File: config.mk
export PLATFORM = sky130hd
export DESIGN_NAME = pf_lanectrl_pause_sync_mc
export DESIGN_NICKNAME = d
export VERILOG_FILES = /design/src/rtl/pf_lanectrl_pause_sync_mc_pkg.sv /design/src/rtl/pf_lanectrl_pause_sync_mc_lane.sv /design/src/rtl/pf_lanectrl_pause_sync_mc.sv
export SDC_FILE = /design/constraint.sdc
export NUM_CORES = 1
export LEC_CHECK = 0
export CORE_MARGIN = 2
export CORE_UTILIZATION = 30
export CTS_BUF_LIST = sky130_fd_sc_hd__clkbuf_8
export DETAILED_ROUTE_END_ITERATION = 10
export PLACE_DENSITY = 0.53
export SKIP_CTS_REPAIR_TIMING = 1
export SLEW_MARGIN = 20
export SYNTH_ARGS = -nofsm -noshare
export SYNTH_HDL_FRONTEND = slang
export SYNTH_SLANG_ARGS = --single-unit
File: constraint.sdc
create_clock -name CLK -period 3.44 [get_ports CLK]
set_input_delay 0.516 -clock CLK [delete_from_list [all_inputs] [get_ports CLK]]
set_output_delay 0.516 -clock CLK [all_outputs]
set_load 0.05 [all_outputs]
File: src/rtl/pf_lanectrl_pause_sync_mc_pkg.sv
// Shared definitions for the pause-lane controller.
// Holds the per-lane state encoding, the hold-counter width and the legal
// ranges of the top-level parameters.
package pf_lanectrl_pause_sync_mc_pkg;

    // Per-lane conditioning state.
    typedef enum logic [1:0] {
        LANE_IDLE   = 2'd0,
        LANE_HOLD   = 2'd1,
        LANE_ACTIVE = 2'd2
    } lane_state_e;

    // Width of the minimum-pulse down-counter (covers MIN_PULSE up to 15).
    localparam int CNT_W = 4;

    // Legal parameter ranges.
    localparam int NUM_LANES_MIN   = 1;
    localparam int NUM_LANES_MAX   = 8;
    localparam int SYNC_STAGES_MIN = 2;
    localparam int SYNC_STAGES_MAX = 4;
    localparam int MIN_PULSE_MIN   = 1;
    localparam int MIN_PULSE_MAX   = 15;

endpackage

File: src/rtl/pf_lanectrl_pause_sync_mc_lane.sv
// One pause lane: synchroniser, minimum-width FSM, sticky stretch flag and an
// optional falling-edge output flop.
// Ports:
//   CLK          lane-control clock
//   RESET        asynchronous, active-high reset
//   pause_i      raw pause request, asynchronous to CLK
//   mask_i       1 allows the lane to start a new pause
//   ext_clr_i    synchronous clear of the sticky flag
//   pause_sync_o synchronised, width-conditioned pause
//   ext_flag_o   sticky: a pulse shorter than MIN_PULSE was stretched
module pf_lanectrl_pause_lane
    import pf_lanectrl_pause_sync_mc_pkg::*;
#(
    parameter int SYNC_STAGES   = 2,
    parameter int MIN_PULSE     = 2,
    parameter int FALL_EDGE_OUT = 0
) (
    input  logic CLK,
    input  logic RESET,
    input  logic pause_i,
    input  logic mask_i,
    input  logic ext_clr_i,
    output logic pause_sync_o,
    output logic ext_flag_o
);

    localparam logic [CNT_W-1:0] CNT_LOAD = CNT_W'(MIN_PULSE - 1);
    localparam logic [CNT_W-1:0] CNT_ONE  = CNT_W'(1);

    (* syn_keep = 1 *) logic [SYNC_STAGES-1:0] sync_q;
    (* syn_keep = 1 *) logic                   out_q;
    lane_state_e                               state_q;
    logic [CNT_W-1:0]                          cnt_q;
    logic                                      flag_q;
    logic                                      s_lvl;

    // Synchroniser: the last stage is the level the FSM acts on.
    always_ff @(posedge CLK or posedge RESET) begin
        if (RESET) begin
            sync_q <= '0;
        end else begin
            sync_q <= {sync_q[SYNC_STAGES-2:0], pause_i};
        end
    end

    assign s_lvl = sync_q[SYNC_STAGES-1];

    // Minimum-width FSM. out_q follows the next state (high in HOLD/ACTIVE),
    // so it moves on the same edge as the state. The input level is ignored
    // while the counter runs; only the value seen at CNT=0 decides whether
    // the pause continues.
    always_ff @(posedge CLK or posedge RESET) begin
        if (RESET) begin
            state_q <= LANE_IDLE;
            cnt_q   <= '0;
            out_q   <= 1'b0;
            flag_q  <= 1'b0;
        end else begin
            // Clear first; a set in the HOLD branch below takes priority.
            if (ext_clr_i) begin
                flag_q <= 1'b0;
            end
            case (state_q)
                LANE_IDLE: begin
                    if (s_lvl && mask_i) begin
                        state_q <= LANE_HOLD;
                        cnt_q   <= CNT_LOAD;
                        out_q   <= 1'b1;
                    end else begin
                        out_q   <= 1'b0;
                    end
                end
                LANE_HOLD: begin
                    if (cnt_q != '0) begin
                        cnt_q   <= cnt_q - CNT_ONE;
                        out_q   <= 1'b1;
                    end else if (s_lvl) begin
                        state_q <= LANE_ACTIVE;
                        out_q   <= 1'b1;
                    end else begin
                        // Input already gone: this pulse was stretched.
                        state_q <= LANE_IDLE;
                        out_q   <= 1'b0;
                        flag_q  <= 1'b1;
                    end
                end
                LANE_ACTIVE: begin
                    if (s_lvl) begin
                        out_q   <= 1'b1;
                    end else begin
                        state_q <= LANE_IDLE;
                        out_q   <= 1'b0;
                    end
                end
                default: begin
                    state_q <= LANE_IDLE;
                    out_q   <= 1'b0;
                end
            endcase
        end
    end

    assign ext_flag_o = flag_q;

    // Optional half-cycle retiming of the output onto the falling edge.
    generate
        if (FALL_EDGE_OUT != 0) begin : g_fall
            (* syn_keep = 1 *) logic fall_q;
            always_ff @(negedge CLK or posedge RESET) begin
                if (RESET) begin
                    fall_q <= 1'b0;
                end else begin
                    fall_q <= out_q;
                end
            end
            assign pause_sync_o = fall_q;
        end else begin : g_rise
            assign pause_sync_o = out_q;
        end
    endgenerate

endmodule

File: src/rtl/pf_lanectrl_pause_sync_mc.sv
// Multi-lane pause synchroniser with minimum output pulse width.
// Ports:
//   CLK                  lane-control clock
//   RESET                asynchronous, active-high reset
//   HS_IO_CLK_PAUSE      per-lane raw pause request (asynchronous)
//   PAUSE_MASK           per-lane start enable (synchronous)
//   EXT_CLR              synchronous clear of all EXT_FLAG bits
//   HS_IO_CLK_PAUSE_SYNC per-lane synchronised, width-conditioned pause
//   EXT_FLAG             per-lane sticky "pulse was stretched" flag
//   PAUSE_ACTIVE         OR of all HS_IO_CLK_PAUSE_SYNC bits
module pf_lanectrl_pause_sync_mc
    import pf_lanectrl_pause_sync_mc_pkg::*;
#(
    parameter int NUM_LANES     = 4,
    parameter int SYNC_STAGES   = 2,
    parameter int MIN_PULSE     = 2,
    parameter int FALL_EDGE_OUT = 0
) (
    input  logic                 CLK,
    input  logic                 RESET,
    input  logic [NUM_LANES-1:0] HS_IO_CLK_PAUSE,
    input  logic [NUM_LANES-1:0] PAUSE_MASK,
    input  logic                 EXT_CLR,
    output logic [NUM_LANES-1:0] HS_IO_CLK_PAUSE_SYNC,
    output logic [NUM_LANES-1:0] EXT_FLAG,
    output logic                 PAUSE_ACTIVE
);

    // Lanes are fully independent; nothing is shared between them.
    genvar gi;
    generate
        for (gi = 0; gi < NUM_LANES; gi = gi + 1) begin : g_lane
            pf_lanectrl_pause_lane #(
                .SYNC_STAGES   (SYNC_STAGES),
                .MIN_PULSE     (MIN_PULSE),
                .FALL_EDGE_OUT (FALL_EDGE_OUT)
            ) u_lane (
                .CLK          (CLK),
                .RESET        (RESET),
                .pause_i      (HS_IO_CLK_PAUSE[gi]),
                .mask_i       (PAUSE_MASK[gi]),
                .ext_clr_i    (EXT_CLR),
                .pause_sync_o (HS_IO_CLK_PAUSE_SYNC[gi]),
                .ext_flag_o   (EXT_FLAG[gi])
            );
        end
    endgenerate

    // Straight OR of the final output flops, no added latency.
    assign PAUSE_ACTIVE = |HS_IO_CLK_PAUSE_SYNC;

endmodule

==> impl_metrics.tcl <==
set metrics [dict create \
    fp.dieH_um 84.66 \
    via_per_inst 4.783 \
    worstPathMaxFanout 2 \
    grt_first_pass_wirelength_mm 6.113 \
    ys_seq_elements 40 \
    min_from "g_lane[1].u_lane.sync_q[0]" \
    tightest_slew_ns 0.6808 \
    cts_tree "done" \
    gp_congestion 0.7761 \
    finalCritPeriodShare 0.6987 \
    fmax_mhz 416.0 \
    grt.overflow.total 0 \
    instances_no_fill 277 \
    worstPathArrival_ns 1.89 \
    synth_nets 204 \
    cp-end-kind "output port" \
    syn-cell-area_um2 1952 \
    hpwl_mm 2.438 \
    nets 218 \
    antenna_found_initial 0 \
    syn2layout_area_growth_pct 17.12 \
    maxSlewHeadroom 0.5451 \
    cts_root_buffer "clkbuf_8" \
    drc_errors 0 \
    critPathLaunchType "flop" \
    hold_depth 0 \
    min_to "g_lane[1].u_lane.sync_q[1]" \
    hp-class "flop to flop" \
    final_common_cell "dfrtp_1" \
    r2r-end "g_lane[3].u_lane.cnt_q[0]" \
    reg2reg_depth 5 \
    dieArea_um2 7167 \
    die_x_um 84.66 \
    drive_above_1_share 0.07000 \
    pin_count 20 \
    fin_tns_setup_ns 0 \
    dr.pass1.iters 4 \
    grt_setup_unrepaired "no" \
    reg2reg_setup_slack_ns 1.77 \
    yosysUniqueCellTypes 43 \
    finalMaxSlewViolations 0 \
    finalSetupViolCount 0 \
    initial_core_util 0.3092 \
    finalWorstPathRequiredPeriod_ns 2.404 \
    path_class "flop to output port" \
    crit_required_ns 2.92 \
    worstSkewPairLatency_ns 0.29 \
    p_per_area_nw_per_um2 907.1 \
    clockBufferDepth 2 \
    antenna_cells 0 \
    layout_common_cells "40 x dfrtp_1, 19 x clkdlybuf4s50_1, 18 x inv_1" \
    track_usage 0.1066 \
    cts_buffers 5 \
    status "completed" \
    htree_levels 2 \
    regToRegStartpoint "g_lane[3].u_lane.cnt_q[0]" \
    numPlacedInstances 269 \
    syn_avg_cell_area_um2 10.55 \
    fin_util 0.3621 \
    ant_nets 0 \
    ir_drop_uv 467.0 \
    seq_area_frac_synth 0.5128 \
    dr_total_vias 1325 \
    clock_sinks 40 \
    hold_viol_final 0 \
    grt_pass1_vias 1317 \
    ys.warnings.count 0 \
    grt_max_degree 41 \
    numPortBuffers 19 \
    first_iter_violations 53 \
    coreArea_um2 6314 \
    clk_pin_slew_ns 0.08 \
    wire_per_inst_um 12.64 \
    rows 29 \
    skew_ns 0.01224 \
    cellLeakagePower_nw 0.9826 \
    syn_inst 185 \
    wl_mm 3.500 \
    cap_violations 0 \
]
==> sequential cells by signal (all words and copies together), names as in the netlist <==
signal / count
g_lane.u_lane.cnt_q: 16
g_lane.u_lane.pause_sync_o: 4
g_lane.u_lane.state_q: 8
g_lane.u_lane.ext_flag_o: 4
g_lane.u_lane.sync_q: 8
==> where the power goes <==
group | total [mW] | leakage [nW] | internal (mW) | switching (mW)
clock network | 0.406 | 0.0614 | 0.237 | 0.168
registers | 0.811 | 0.492 | 0.634 | 0.176
logic | 0.857 | 0.429 | 0.375 | 0.482
total | 2.07 | 0.983 | 1.25 | 0.827
==> kinds of logic after synthesis <==
family                     Yosys count  share of synthesized area
and+or+nand+nor                     54                     0.1692
AOI/OAI and AO/OA                   46                     0.1596
DFF                                 40                     0.5128
buffers and inverters               31                    0.07628
adders and majority gates            8                    0.05128
muxes                                6                    0.03077
==> routing by layer <==
metal | GRT usage | vias to the layer above | wire (um)
met4 | 0.03463 | 0 | 42
met2 | 0.1525 | 22 | 1462
met3 | 0.03147 | 4 | 123
li1 | - | 680 | -
met5 | 0 | - | 0
met1 | 0.1546 | 619 | 1871
==> worst max-delay path by stage <==
stage               cells after the start  slack, ns      endpoint                          start
floorplan                               1       1.80  PAUSE_ACTIVE  g_lane[1].u_lane.pause_sync_o
global placement                        2       1.36  PAUSE_ACTIVE  g_lane[1].u_lane.pause_sync_o
global route                            2       0.95  PAUSE_ACTIVE  g_lane[1].u_lane.pause_sync_o
finish                                  2       1.04  PAUSE_ACTIVE  g_lane[1].u_lane.pause_sync_o
CTS                                     2       1.01  PAUSE_ACTIVE  g_lane[1].u_lane.pause_sync_o
detailed placement                      2       1.34  PAUSE_ACTIVE  g_lane[1].u_lane.pause_sync_o
==> per-stage QoR <==
step	hold slack, ns	worst slack, ns	power, mW	cell area [um2]
2_1_floorplan	0.3312	1.802	1.508	1952
3_3_place_gp	0.3314	1.356	1.681	2165
3_5_place_dp	0.3355	1.339	1.685	2165
4_1_cts	0.3476	1.010	2.101	2286
5_1_grt	0.3497	0.9512	2.254	2286
6_report	0.3417	1.036	2.074	2286
==> cells in the mapped netlist, drive strengths merged <==
library cell	n	area, um2
dfrtp	40	1001
inv	18	67.56
buf	10	70.07
o21ai	10	50.04
nand2	9	33.78
nand2b	9	56.30
a21oi	8	40.04
ha	8	100.1
mux2i	6	60.06
nand3	5	25.02
nor2	5	18.77
nor3	5	25.02
o31ai	4	30.03
or4	4	30.03
a211oi	3	22.52
a21boi	3	22.52
clkbuf	3	11.26
nand3b	3	22.52
nor2b	3	18.77
nor3b	3	27.52
o22ai	3	18.77
a22oi	2	15.01
a31oi	2	12.51
nand4bb	2	22.52
o21a	2	15.01
or3	2	12.51
a211o	1	8.760
a21bo	1	10.01
and4bb	1	12.51
nand4	1	6.260
nand4b	1	8.760
nor4bb	1	10.01
o221a	1	11.26
o221ai	1	8.760
o2bb2ai	1	8.760
o311a	1	10.01
o311ai	1	8.760
o31a	1	10.01
o41ai	1	8.760
==> critical path, cell delays in order (launching register included) <==
cell and delay [ns]:
dfrtp_1 0.38, or4_1 0.51, clkdlybuf4s50_1 0.71
==> cell type report <==
cell class	count	area, um2
Sequential cell	40	1001
Clock buffer	6	82.58
Multi-Input combinational cell	114	802.0
Tap cell	77	96.34
Clock inverter	2	38.79
Timing Repair Buffer	20	197.7
Fill cell	645	4028
Inverter	18	67.56
Note: power is estimated with default switching activity, not from simulation.
